## config.mk

```make
export PLATFORM = sky130hd
export DESIGN_NAME = fetch_sequencer
export DESIGN_NICKNAME = d
export VERILOG_FILES = /design/src/rtl/fetch_pkg.sv /design/src/rtl/ret_stack.sv /design/src/rtl/fetch_sequencer.sv
export SDC_FILE = /design/constraint.sdc
export NUM_CORES = 1
export LEC_CHECK = 0
export BUFFER_PORTS_ARGS = -buffer_cell sky130_fd_sc_hd__buf_2
export CELL_PAD_IN_SITES_DETAIL_PLACEMENT = 2
export CELL_PAD_IN_SITES_GLOBAL_PLACEMENT = 2
export CORE_ASPECT_RATIO = 1.75
export CORE_MARGIN = 2
export CORE_UTILIZATION = 28
export DETAILED_ROUTE_END_ITERATION = 8
export PLACE_DENSITY_LB_ADDON = 0.1
export SLEW_MARGIN = 25
export SYNTH_ARGS = -nofsm -noshare
export SYNTH_HDL_FRONTEND = slang
export SYNTH_SLANG_ARGS = --single-unit
```

## constraint.sdc

```tcl
create_clock -name clk -period 2.42 [get_ports clk]
set_clock_uncertainty 0.2 [all_clocks]
set_input_delay 0.242 -clock clk [delete_from_list [all_inputs] [get_ports clk]]
set_output_delay 0.242 -clock clk [all_outputs]
set_load 0.05 [all_outputs]
```

## src/rtl/fetch_pkg.sv

```systemverilog
// Shared types and constants for the instruction fetch path.
// Build option FETCH_RET_STACK_EN enables the hardware return stack.
package fetch_pkg;
    localparam int ADDR_W      = 10;
    localparam int DATA_W      = 14;
    localparam int STACK_DEPTH = 4;

    typedef logic [ADDR_W-1:0] pc_t;
    typedef logic [DATA_W-1:0] instr_t;

    localparam pc_t RESET_PC = '0;

    typedef enum logic [1:0] {
        IDLE   = 2'd0,
        RUN    = 2'd1,
        DRAIN  = 2'd2,
        HALTED = 2'd3
    } fetch_state_t;
endpackage

```

## src/rtl/ret_stack.sv

```systemverilog
// Return-address LIFO; pushes when full and pops when empty are dropped.
// Only instantiated when FETCH_RET_STACK_EN is defined.
module ret_stack
    import fetch_pkg::*;
#(
    parameter int DEPTH = STACK_DEPTH
) (
    input  logic clk,
    input  logic rst_n,
    input  logic push,
    input  logic pop,
    input  pc_t  din,
    output pc_t  dout,
    output logic full,
    output logic empty
);
    localparam int IW = (DEPTH > 1) ? $clog2(DEPTH) : 1;
    localparam int SW = $clog2(DEPTH + 1);

    pc_t           mem [DEPTH];
    logic [SW-1:0] sp;

    assign full  = (sp == SW'(DEPTH));
    assign empty = (sp == '0);
    assign dout  = mem[IW'(sp - SW'(1))];

    always_ff @(posedge clk or negedge rst_n) begin
        if (!rst_n) begin
            sp <= '0;
        end else if (push && !full) begin
            sp <= sp + SW'(1);
        end else if (pop && !empty) begin
            sp <= sp - SW'(1);
        end
    end

    // storage needs no reset: sp alone decides what is live
    always_ff @(posedge clk) begin
        if (push && !full) begin
            mem[IW'(sp)] <= din;
        end
    end
endmodule

```

## src/rtl/fetch_sequencer.sv

```systemverilog
// Fetch controller: owns the PC, registers ROM words, handles redirects/halt.
// Build option FETCH_RET_STACK_EN adds the call/return stack.
module fetch_sequencer
    import fetch_pkg::*;
(
    input  logic         clk,
    input  logic         rst_n,
    input  logic         start,
    input  logic         halt_req,
    output logic [ADDR_W-1:0] rom_addr,
    input  logic [DATA_W-1:0] rom_data,
    output logic [DATA_W-1:0] instr,
    output logic [ADDR_W-1:0] instr_pc,
    output logic         instr_valid,
    input  logic         instr_ready,
    input  logic         jump_en,
    input  logic         call_en,
    input  logic         ret_en,
    input  logic [ADDR_W-1:0] jump_target,
    input  logic [ADDR_W-1:0] ret_addr,
    output logic [1:0]   state,
    output logic         halted,
    output logic         stack_err
);
    fetch_state_t cur, nxt;
    pc_t  pc, tgt;
    logic active, redirect, fetch, xfer, start_ok;
    logic push, pop, err_set;

    assign active   = (cur == RUN) || (cur == DRAIN);
    assign start_ok = start && ((cur == IDLE) || (cur == HALTED));
    assign xfer     = instr_valid && instr_ready;
    assign rom_addr = pc;
    assign state    = cur;
    assign halted   = (cur == HALTED);

`ifdef FETCH_RET_STACK_EN
    pc_t  stk_top;
    logic stk_full, stk_empty;

    ret_stack #(.DEPTH(STACK_DEPTH)) u_stack (
        .clk   (clk),
        .rst_n (rst_n),
        .push  (push),
        .pop   (pop),
        .din   (ret_addr),
        .dout  (stk_top),
        .full  (stk_full),
        .empty (stk_empty)
    );

    always_comb begin
        redirect = 1'b0;
        tgt      = jump_target;
        push     = 1'b0;
        pop      = 1'b0;
        err_set  = 1'b0;
        if (active) begin
            priority case (1'b1)
                ret_en: begin
                    redirect = 1'b1;
                    pop      = !stk_empty;
                    err_set  = stk_empty;
                    tgt      = stk_empty ? RESET_PC : stk_top;
                end
                call_en: begin
                    redirect = 1'b1;
                    push     = !stk_full;
                    err_set  = stk_full;
                end
                jump_en: redirect = 1'b1;
                default: ;
            endcase
        end
    end

    always_ff @(posedge clk or negedge rst_n) begin
        if (!rst_n) begin
            stack_err <= 1'b0;
        end else if (start_ok) begin
            stack_err <= 1'b0;
        end else if (err_set) begin
            stack_err <= 1'b1;
        end
    end
`else
    logic unused_ret;

    // without a stack a call is a plain jump and a return is a no-op
    assign unused_ret = ^{ret_en, ret_addr, push, pop, err_set};
    assign redirect   = active && (call_en || jump_en);
    assign tgt        = jump_target;
    assign push       = 1'b0;
    assign pop        = 1'b0;
    assign err_set    = 1'b0;
    assign stack_err  = 1'b0;
`endif

    assign fetch = (cur == RUN) && !redirect
                 && (!instr_valid || instr_ready);

    always_ff @(posedge clk or negedge rst_n) begin
        if (!rst_n) cur <= IDLE;
        else        cur <= nxt;
    end

    always_comb begin
        nxt = cur;
        unique case (cur)
            IDLE:   if (start) nxt = RUN;
            RUN:    if (halt_req) nxt = DRAIN;
            DRAIN:  if (redirect || !instr_valid || instr_ready)
                        nxt = HALTED;
            HALTED: if (start) nxt = RUN;
            default: nxt = IDLE;
        endcase
    end

    always_ff @(posedge clk or negedge rst_n) begin
        if (!rst_n) begin
            pc          <= RESET_PC;
            instr       <= '0;
            instr_pc    <= '0;
            instr_valid <= 1'b0;
        end else if (start_ok) begin
            pc          <= RESET_PC;
            instr_valid <= 1'b0;
        end else if (redirect) begin
            // the wrong-path word is dropped even if never accepted
            pc          <= tgt;
            instr_valid <= 1'b0;
        end else if (fetch) begin
            instr       <= rom_data;
            instr_pc    <= pc;
            instr_valid <= 1'b1;
            pc          <= pc + pc_t'(1);
        end else if (xfer) begin
            instr_valid <= 1'b0;
        end
    end
endmodule
```

# Word-level counts from Yosys, hierarchy flattened
# Index checks and enable logic that the tools add are counted.
# W data, S select, Z words.
totals:
  reg_bits: 37
  inputBits: 42
  out_inout_bits: 39
  word_cells: 44
op_classes:
  n_addsub: 1
  n_eq_ne: 6
  muxes: 11
  n_bitwise: 2
  reduce_logical: 19
ops:
  columns: ["op", "count"]
  rows:
  - ["$mux W10", 3]
  - ["$add A10 B1 Y10 const B", 1]
  - ["$logic_or A1 B1 Y1", 6]
  - ["$mux W2", 3]
  - ["$pmux W2 S3", 1]
  - ["$reduce_and A3 Y1", 2]
  - ["$logic_and A1 B1 Y1", 5]
  - ["$eq A2 B2 Y1 const B", 2]
  - ["$mux W1", 4]
  - ["$ne A2 B1 Y1 const B", 2]
  - ["$reduce_bool A4 Y1", 1]
  - ["$reduce_bool A3 Y1", 1]
  - ["$eq A2 B1 Y1 const B", 1]
  - ["$logic_not A1 Y1", 2]
  - ["$logic_not A2 Y1", 1]
  - ["$ne A2 B2 Y1 const B", 1]
  - ["$not A1 Y1", 2]
  - ["$reduce_or A2 Y1", 1]

# Logic depth before layout (Yosys ltp)
logic_depth:
  ltp_word: 9
  depth_mapped: 8

# Worst setup path after synthesis
# OpenSTA, ideal clock, no wires.
synth_timing:
  kind: "flip-flop to flip-flop"
  from: "reg cur[0], in the netlist state[0]"
  to: "reg instr[0]"
  setup_time_ns: 0.125
  arrival_time_ns: 2.245
  required_time_ns: 2.095
  path_slack_ns: -0.150
  path_stages_with_launch: 9
  cell_sequence: "dfrtp_1 -> inv_1 -> ha_1 -> clkbuf_1 -> nor3_1 -> a21o_1 -> nand3_1 -> buf_2 -> mux2_2"
synth_between:
  elab_chain_cells: 7
  elab_cells_between_ends: 14
synth_rtl:
  columns: ["item", "line", "source"]
  rows:
  - ["start: declaration", "fetch_sequencer.sv:25", "fetch_state_t cur, nxt;"]
  - ["start signal: assignment", "fetch_sequencer.sv:104", "else cur <= nxt;"]
  - ["$eq A2 B1 Y1 / $eq A2 B2 Y1 (equally long branches)", "fetch_sequencer.sv:30, fetch_sequencer.sv:99", null]
  - ["$logic_or A1 B1 Y1", "fetch_sequencer.sv:30", "assign active = (cur == RUN) || (cur == DRAIN);"]
  - ["$logic_and A1 B1 Y1", "fetch_sequencer.sv:91", "assign redirect = active && (call_en || jump_en);"]
  - ["$logic_not A1 Y1", "fetch_sequencer.sv:99", "assign fetch = (cur == RUN) && !redirect"]
  - ["$logic_and A1 B1 Y1", "fetch_sequencer.sv:99", null]
  - ["$logic_and A1 B1 Y1", "fetch_sequencer.sv:100", "&& (!instr_valid || instr_ready);"]
  - ["$reduce_and A3 Y1 (no line) (*)", null, null]
  - ["end signal: assignment", "fetch_sequencer.sv:133", "instr <= rom_data;"]
  - ["end: declaration", "fetch_sequencer.sv:12", "output logic [DATA_W-1:0] instr,"]
# Mark *: on every way between the ends. The rest lies on a longest branch, timed or not.
# A chain may end at the register's enable or synchronous reset.

# Worst setup path in the final report
layout_timing:
  from: "reg cur[1], in the netlist state[1]"
  to: "reg pc[9], in the netlist rom_addr[9]"
layout_between:
  elab_chain_cells: 7
  elab_cells_between_ends: 14
layout_rtl:
  columns: ["item", "line", "source"]
  rows:
  - ["$eq A2 B1 Y1 / $eq A2 B2 Y1 (equally long branches)", "fetch_sequencer.sv:30, fetch_sequencer.sv:99", null]
  - ["$logic_or A1 B1 Y1", "fetch_sequencer.sv:30", null]
  - ["$logic_and A1 B1 Y1", "fetch_sequencer.sv:91", null]
  - ["$logic_not A1 Y1", "fetch_sequencer.sv:99", null]
  - ["$logic_and A1 B1 Y1", "fetch_sequencer.sv:99", null]
  - ["$logic_and A1 B1 Y1", "fetch_sequencer.sv:100", null]
  - ["$reduce_bool A3 Y1 (no line)", null, null]
  - ["end signal: assignment", "fetch_sequencer.sv:130", "pc <= tgt;"]
  - ["end signal: assignment", "fetch_sequencer.sv:136", "pc <= pc + pc_t'(1);"]
  - ["end: declaration", "fetch_sequencer.sv:26", "pc_t pc, tgt;"]
# Several ways; a longest one is shown, not always the timed one.

==> flow_summary.toml <==
[finish]
antenna_cells = 0
seq_area_sq_um = 928
multiInputGateArea_sq_um = 713
nets = 274
layout-drive-gt1-share_pct = 48.0
syn_to_final_growth_pct = 38.2
fillers = 692
final_area_sq_mm = 0.00237

[setup_path]
r2r_end = "rom_addr[9]$_DFFE_PN0P_"
ff2ff_path_depth = 6
r2r_slack_ps = 190
required_ps = 2430
critPathCaptureType = "flip-flop"
path_max_fanout = 6
cp.arrival_ps = 2240
criticalPathCategory = "reg -> reg"
cp-start-kind = "flip-flop"
r2r_start = "state[1]$_DFFE_PN0P_"

[job]
cap_viol_max_count = 0

[placement]
portBuffers = 68
post-dp-hpwl_um = 3410
place_congestion = 0.777
placed_area_sq_mm = 0.00214

[logic_synthesis]
synth_top_area_share_pct = 53.9
ys.flop_type = "dfrtp_1"
syn_area_sq_mm = 0.00172
synth_nets = 187
ys_warn_count = 0
synth_cell_types = 32
async_flop_share_pct = 100
yosys-top-cells-area = "dfrtp_1 54%, mux2_2 16%, o21ai_0 3.2%"
synth-seq-area-share_pct = 53.9
yosys.area.top_type = "dfrtp_1"
synthCells = 141
synth_common_cells = "37 x dfrtp_1, 24 x mux2_2, 11 x o21ai_0"
synth_edf_count = 0
yosysMostFrequentCell = "dfrtp_1"
ys_ff_latch = 37
avgSynthCellArea_sq_um = 12.2

[die]
initial_core_util_pct = 29.0
coreArea_sq_mm = 0.00593
die_area_sq_mm = 0.00680
pin_count = 81
rows = 37
die-height_um = 108
die_w_um = 63.2

[cts]
root_buffer = "clkbuf_8"
cts_tree = "yes"
postCtsSetupBuffers = 0
cts_buffer_depth = 2
cts_resized = 0
clock_sinks = 37
clk_latency_ps = 280
cts_max_level = 2
clkTransAtPathRegs_ps = 70
cts_buffers = 5

[global_route]
grt_pass1_vias = 1537
grt_pass1_wl_um = 7630
gr-total-overflow = 0
grt_max_degree = 38
grt_use_total_pct = 14.4
antenna_found_initial = 0

[timing]
finalSetupViolCount = 0
fmax_mhz = 449
fin_crit_sh_pct = 92.1
slew-limit-headroom_pct = 44.0
worst_slew_pin_slew_ps = 840
final_max_slew_viol_count = 0
finalHoldViolations = 0
rsz0062_at_grt = "false"
finalSetupTns_ps = 0
fin_crit_ps = 2230

[drt]
viasPerCell = 4.65
drc = 0
drt-total-wl_um = 4570
drtPass1Iterations = 3
avgRoutedWirePerCell_um = 14.9
vias = 1429
ant_nets = 0
drt_iter0_markers = 16

[min_path]
min_from = "start"
min_to = "rom_addr[0]$_DFFE_PN0P_"
hold_depth = 2
min_path_type = "in -> reg"

[outcome]
status = "finished clean"
-- state kept, by name, indices dropped and copies added (netlist names) --
name	flops
instr_pc	10
rom_addr	10
instr_valid	1
state	2
instr	14
-- cell type report --
cell class	count	share of cell area, %
clock inverters	3	0.738
multi-input cells	90	30.1
inverters	7	1.11
clock buffers	5	2.90
repair buffers	87	21.9
flip-flops and latches	37	39.1
well taps	78	4.11
-- layout by cell type, fill, tap and decap left out, types with 3 or more instances in the layout --
master and n:
buf_2 68, dfrtp_1 35, mux2_2 24, dlygate4sd3_1 15, o21ai_0 11, inv_1 6, nand2_1 6, xnor2_1 6
a21oi_1 5, clkbuf_8 5, nor2_1 4, ha_1 4, buf_4 4, nor3_1 3, nand3_1 3, nor4_1 3
a221oi_1 3
-- worst max-delay path, cell delays in order (launching register included) --
cell     delay [ps]
dfrtp_2         430
inv_1            70
ha_1            270
inv_2            90
or3_4           410
or4_1           500
a31oi_1         170
-- timing repair --
| action | in CTS | in global routing |
|---|---|---|
| hold endpoints to repair | 51 | 0 |
| hold buffers | 15 | 0 |
| endpoints found under the setup margin | 0 | 0 |
-- layer usage --
layer  vias up  global-route usage [%]  wire length [um]
li1        676                       -                 -
met1       707                    14.7              1670
met2        41                    28.6              2650
met3         5                    2.82               194
met4         0                    4.66                54
met5         -                       0                 0
-- cells by family (layout without fill, tap and decap cells) --
kind of cell | count (synthesis) | in the layout | synth area share (%)
DFF | 37 | 37 | 53.9
buffers and inverters | 14 | 102 | 4.52
other | 1 | 1 | 0.218
adders and majority gates | 4 | 4 | 2.92
AOI/OAI and AO/OA | 28 | 28 | 10.3
muxes | 25 | 25 | 16.3
and+or+nand+nor | 25 | 25 | 8.24
xor gates and xnor gates | 7 | 7 | 3.57
-- per-stage QoR --
step                setup slack [ps]  util (%)  instances  hold slack [ps]
finish                           191      40.0        307             26.3
CTS                              172      40.0        307             25.0
floorplan                       5.17         -        141             -254
global placement                 229      36.0        284              190
detailed placement               192      36.0        284              204
global route                    74.7      40.0        307             19.9
-- how the worst max path moves through the flow --
stage,start,end,slack [ps],cells past startpoint
6_report,state[1]$_DFFE_PN0P_,rom_addr[9]$_DFFE_PN0P_,190,6
5_1_grt,state[0]$_DFFE_PN0P_,instr[4]$_DFFE_PN0P_,70,7
4_1_cts,state[1]$_DFFE_PN0P_,rom_addr[9]$_DFFE_PN0P_,170,6
3_5_place_dp,state[1]$_DFFE_PN0P_,rom_addr[9]$_DFFE_PN0P_,190,6
3_3_place_gp,state[1]$_DFFE_PN0P_,rom_addr[9]$_DFFE_PN0P_,230,6
2_1_floorplan,state[0]$_DFFE_PN0P_,instr[0]$_DFFE_PN0P_,5,8
Power is left out: the tool's default activity adds up to more than one toggle a clock period on the data nets, which glitch-free logic cannot reach.
